### src/rtl/ahbslv_wbmas_bridge.sv
// AHB-Lite slave to classic Wishbone master bridge: one single Wishbone cycle per AHB beat.
// Optional WB_WAIT timeout is enabled by defining AHBSLV_WBMAS_TIMEOUT_EN.
module ahbslv_wbmas_bridge #(
  parameter int unsigned AWIDTH = 32,
  parameter int unsigned DWIDTH = 32
) (
  input  logic              hclk,
  input  logic              hresetn,
  // AHB slave side
  input  logic              hsel,
  input  logic [AWIDTH-1:0] haddr,
  input  logic [1:0]        htrans,
  input  logic              hwrite,
  input  logic [2:0]        hsize,
  input  logic [2:0]        hburst,
  input  logic [DWIDTH-1:0] hwdata,
  input  logic              hready,
  output logic              hready_out,
  output logic [1:0]        hresp,
  output logic [DWIDTH-1:0] hrdata,
  // Wishbone master side
  output logic [AWIDTH-1:0] adr_o,
  output logic [DWIDTH-1:0] dat_o,
  output logic [3:0]        sel_o,
  output logic              we_o,
  output logic              cyc_o,
  output logic              stb_o,
  input  logic [DWIDTH-1:0] dat_i,
  input  logic              ack_i,
  input  logic              err_i
);

  localparam logic [1:0] RespOkay  = 2'b00;
  localparam logic [1:0] RespError = 2'b01;

  typedef enum logic [2:0] {
    StIdle,
    StWdata,
    StWbWait,
    StDone,
    StErr1,
    StErr2
  } state_e;

  state_e              state_q, state_d;
  logic [AWIDTH-1:0]   adr_q, adr_d;
  logic [DWIDTH-1:0]   dat_q, dat_d;
  logic [DWIDTH-1:0]   hrdata_q, hrdata_d;
  logic [3:0]          sel_q, sel_d;
  logic                we_q, we_d;
  logic                cyc_q, cyc_d;
  logic                accept;

`ifdef AHBSLV_WBMAS_TIMEOUT_EN
  // Fires on the edge that would bring the count to 255, i.e. after 255 WB_WAIT cycles.
  localparam logic [7:0] TmoLast = 8'd254;
  logic [7:0] tmo_q, tmo_d;
`endif

  // hburst is ignored: every beat becomes its own Wishbone cycle.
  logic unused_inputs;
  assign unused_inputs = ^{hburst, htrans[0]};

  assign accept = hsel & hready & htrans[1];

  function automatic logic [3:0] sel_decode(input logic [2:0] size, input logic [1:0] lsb);
    logic [3:0] sel;
    case (size)
      3'b000:  sel = 4'b0001 << lsb;
      3'b001:  sel = lsb[1] ? 4'b1100 : 4'b0011;
      default: sel = 4'b1111;
    endcase
    return sel;
  endfunction

  always_comb begin
    state_d    = state_q;
    adr_d      = adr_q;
    dat_d      = dat_q;
    hrdata_d   = hrdata_q;
    sel_d      = sel_q;
    we_d       = we_q;
    cyc_d      = cyc_q;
    hready_out = 1'b1;
    hresp      = RespOkay;
`ifdef AHBSLV_WBMAS_TIMEOUT_EN
    tmo_d      = tmo_q;
`endif

    case (state_q)
      StIdle, StDone, StErr2: begin
        if (state_q == StErr2) begin
          hresp = RespError;
        end
        if (accept) begin
          adr_d = haddr;
          sel_d = sel_decode(hsize, haddr[1:0]);
          if (hwrite) begin
            state_d = StWdata;
          end else begin
            state_d = StWbWait;
            cyc_d   = 1'b1;
            we_d    = 1'b0;
`ifdef AHBSLV_WBMAS_TIMEOUT_EN
            tmo_d   = '0;
`endif
          end
        end else begin
          state_d = StIdle;
        end
      end

      StWdata: begin
        hready_out = 1'b0;
        dat_d      = hwdata;
        cyc_d      = 1'b1;
        we_d       = 1'b1;
        state_d    = StWbWait;
`ifdef AHBSLV_WBMAS_TIMEOUT_EN
        tmo_d      = '0;
`endif
      end

      StWbWait: begin
        hready_out = 1'b0;
`ifdef AHBSLV_WBMAS_TIMEOUT_EN
        tmo_d      = tmo_q + 8'd1;
`endif
        // err_i takes priority over a simultaneous ack_i.
        if (err_i) begin
          cyc_d   = 1'b0;
          we_d    = 1'b0;
          state_d = StErr1;
        end else if (ack_i) begin
          cyc_d   = 1'b0;
          we_d    = 1'b0;
          if (!we_q) begin
            hrdata_d = dat_i;
          end
          state_d = StDone;
        end
`ifdef AHBSLV_WBMAS_TIMEOUT_EN
        else if (tmo_q == TmoLast) begin
          cyc_d   = 1'b0;
          we_d    = 1'b0;
          state_d = StErr1;
        end
`endif
      end

      StErr1: begin
        hready_out = 1'b0;
        hresp      = RespError;
        state_d    = StErr2;
      end

      default: begin
        state_d = StIdle;
      end
    endcase
  end

  always_ff @(posedge hclk or negedge hresetn) begin
    if (!hresetn) begin
      state_q  <= StIdle;
      adr_q    <= '0;
      dat_q    <= '0;
      hrdata_q <= '0;
      sel_q    <= '0;
      we_q     <= 1'b0;
      cyc_q    <= 1'b0;
    end else begin
      state_q  <= state_d;
      adr_q    <= adr_d;
      dat_q    <= dat_d;
      hrdata_q <= hrdata_d;
      sel_q    <= sel_d;
      we_q     <= we_d;
      cyc_q    <= cyc_d;
    end
  end

`ifdef AHBSLV_WBMAS_TIMEOUT_EN
  always_ff @(posedge hclk or negedge hresetn) begin
    if (!hresetn) begin
      tmo_q <= '0;
    end else begin
      tmo_q <= tmo_d;
    end
  end
`endif

  assign adr_o  = adr_q;
  assign dat_o  = dat_q;
  assign sel_o  = sel_q;
  assign we_o   = we_q;
  assign cyc_o  = cyc_q;
  assign stb_o  = cyc_q;
  assign hrdata = hrdata_q;

endmodule

### config.mk
export PLATFORM = sky130hd
export DESIGN_NAME = ahbslv_wbmas_bridge
export DESIGN_NICKNAME = d
export VERILOG_FILES = /design/src/rtl/ahbslv_wbmas_bridge.sv
export SDC_FILE = /design/constraint.sdc
export NUM_CORES = 1
export LEC_CHECK = 0
export CAP_MARGIN = 10
export CORE_MARGIN = 1.5
export CORE_UTILIZATION = 41
export CTS_BUF_LIST = sky130_fd_sc_hd__clkbuf_4 sky130_fd_sc_hd__clkbuf_8
export DETAILED_ROUTE_END_ITERATION = 10
export PLACE_DENSITY = 0.95
export SLEW_MARGIN = 40
export SYNTH_ARGS = -nofsm -noshare
export SYNTH_HDL_FRONTEND = slang
export SYNTH_SLANG_ARGS = --single-unit
### constraint.sdc
create_clock -name hclk -period 2.3 [get_ports hclk]
set_clock_uncertainty 0.15 [all_clocks]
set_input_delay 0.46 -clock hclk [delete_from_list [all_inputs] [get_ports hclk]]
set_output_delay 0.46 -clock hclk [all_outputs]
set_load 0.05 [all_outputs]
==> impl_results.md <==
- Clock sinks: 105
- Detailed Place HPWL: 8020 um
- Req. time, crit path: 1.69 ns
- Final Slew Violations: 0
- Largest net degree at the start of global routing: 45
- Via-to-Cell Ratio: 4.82
- Delay of the slowest critical-path stage: 0.43 ns
- Final WS setup: 0.0905 ns
- Ys Warns: 0
- H-tree Lvls: 3
- Worst vdd ir: 1000 uV
- Vias: 3009
- Worst slew margin: 0.638
- Final Core Density: 0.687
- Status: complete, no violations
- Top-area cell type share of the netlist area: 0.639
- Crit path kind: register to output pin
- Worst-Skew Late Latency: 0.35 ns
- Syn Nets: 377
- # IOs: 217
- Min-Delay Path Class: register to register
- Top cells by count, synth: dfrtp_1 (105), mux2_2 (97), nor2_1 (8), o21ai_0 (7), nand2_1 (5)
- CP Capture Type: output pin
- Number of remaining DRC errors: 0
- Pwr dens: 1720 mW/mm2
- Detailed-router iteration count before antenna repair: 4
- Most used DFF post-synth: dfrtp_1
- GRT Total Usage: 0.196
- Reg clk slew, reported paths: 0.09 ns
- Minimum clock period: 2.21 ns
- Chip width: 103 um
- Synthesized netlist cell count: 266
- Post-route setup TNS: 0 ns
- DR WL/cell: 16.9 um
- Final GP Congestion: 0.820
- Final WL: 10600 um
- Initial drt markers: 54
- Port-buffer cells: 211
- Post-synth ARST share: 1.00
- Starting density of the core: 0.423
- Max Fclk: 453 MHz
- Clk buf depth: 2
- Root Driver: clkbuf_8
- Biggest area consumer among synthesized cells: dfrtp_1
- DP Worst Slack: 0.0832 ns
- Post-synth EDFFs: 0
- Netlist Area Pre-Place: 0.00411 mm2
- Most frequent cell after synthesis: dfrtp_1
- Seq/Total Area, Yosys: 0.639
- Layout cells sized above 1: 0.273
- First-pass GRT wire length: 15500 um
- Cts bufs inserted: 9
- Register bit total from synthesis: 105
- Final hold vios: 0
- Vias in the first global route: 3180
- Die Area: 0.0106 mm2
- Area Growth Syn to Fin: 62.5%
- Top post-synthesis cells by area: dfrtp_1 (64%), mux2_2 (27%), o21ai_0 (0.85%), buf_6 (0.82%), mux2_1 (0.82%)
- Diodes inserted: 0
- Cell Chain, Critical Path: nor2b_1 > or3b_4 > nand2_2 > buf_12
- Avg Cell Area, Syn: 15.5 um2
- Final setup violation count: 0
- Die H: 103 um
- Total grt overflow: 0
- # nets final: 598
- FILL cells: 696
- Static leakage: 2.77 nW
- Row cnt: 36
- Synth cell types: 31
- Antenna-violating nets left: 0
- Worst EP arrival: 1.60 ns
- Fin crit share: 0.961
- Slew @ Worst Pin: 0.542 ns
- Antenna violations before repair: 0
- CTS tree: done
- Type of origin of the critical path: register
- Core area: 0.00973 mm2
- Max Cap Viol: 0
- Critical path peak fanout: 4
- Unrepaired setup endpoints after global routing: false
- Slowest stage cell on the critical path: dfrtp_2
## cell families after synthesis
kind of cell / synth area share
buf+inv: 0.0228
simple gates: 0.0277
flops: 0.639
compound gates: 0.0359
other cells: 0.000912
mux: 0.274
## sequential cells by signal, summed over array words and instances (netlist names)
name / cells
state_q: 3
sel_o: 4
hrdata: 32
adr_o: 32
dat_o: 32
cyc_o: 1
we_o: 1
## what timing repair did
item                                    4_1_cts  5_1_grt
buffers inserted                              2        0
gates resized for setup                       3        2
gates cloned                                  0        0
endpoints found under the hold margin        24        0
hold buffers                                  1        0
endpoints found under the setup margin        1        1
## layer usage
layer  vias to the layer above  share of wire  global-route usage
met5                         -              0                   0
met4                         0          0.030               0.101
met3                        27          0.088              0.0603
met2                       148           0.51               0.336
met1                      1457           0.37               0.219
li1                       1377              -                   -
## critical path, delay by kind of cell (launching register included)
family,cells,cell delay [ns]
buffers and inverters,1,0.14
DFF,1,0.43
and+or+nand+nor,3,0.68
## cell usage in the layout (no fill, tap or decap), types with 2 or more instances in the layout
cell type        instances
nand2_1                  4
a2111oi_0                2
buf_4                    8
a21oi_1                  3
dfrtp_1                103
clkdlybuf4s50_1        208
inv_1                    3
clkbuf_8                10
o21ai_0                  7
buf_12                   6
dfrtp_2                  2
mux2_1                   3
nor2_1                   8
nand3_1                  2
mux2_2                  97
clkinv_2                 2
nor2b_1                  3
## report_power, final
group          leakage, nW  switching (W)  internal (W)  total, W
Combinational         1.41        0.00439       0.00270   0.00709
Sequential            1.26       0.000495       0.00276   0.00326
Clock               0.0981       0.000610      0.000526   0.00114
## stage by stage
stage	cells	hold WS [ns]	power [W]	instance area (um2)
2_1_floorplan	266	0.0144	0.00779	4110
3_3_place_gp	606	0.238	0.0101	6450
3_5_place_dp	606	0.253	0.0104	6450
4_1_cts	624	0.352	0.0116	6680
5_1_grt	624	0.375	0.0120	6680
6_report	624	0.345	0.0115	6680
## area by class of cell
| class | count | area (um2) | area share |
|---|---|---|---|
| Multi-Input combinational cell | 145 | 1410 | 0.211 |
| Timing Repair Buffer | 223 | 2270 | 0.340 |
| Clock inverter | 5 | 56.3 | 0.00842 |
| Sequential cell | 105 | 2630 | 0.393 |
| Clock buffer | 10 | 138 | 0.0206 |
| Tap cell | 133 | 166 | 0.0249 |
| Inverter | 3 | 11.3 | 0.00168 |
## path summary, 6_finish.rpt
| check | startpoint | to | slack, ns | cells past startpoint |
|---|---|---|---|---|
| worst max register to register | state_q[0] | adr_o[12] | 0.23 | 5 |
| max in group asynchronous | hresetn | state_q[0] | 1.00 | 3 |
| worst min-delay path | sel_o[0] | sel_o[0] | 0.34 | 1 |
| min in group asynchronous | hresetn | dat_o[25] | 0.42 | 2 |
| worst min register to register | sel_o[0] | sel_o[0] | 0.34 | 1 |
| worst max-delay path | state_q[0] | hready_out | 0.09 | 4 |
Power figures use the tool's default switching activity.
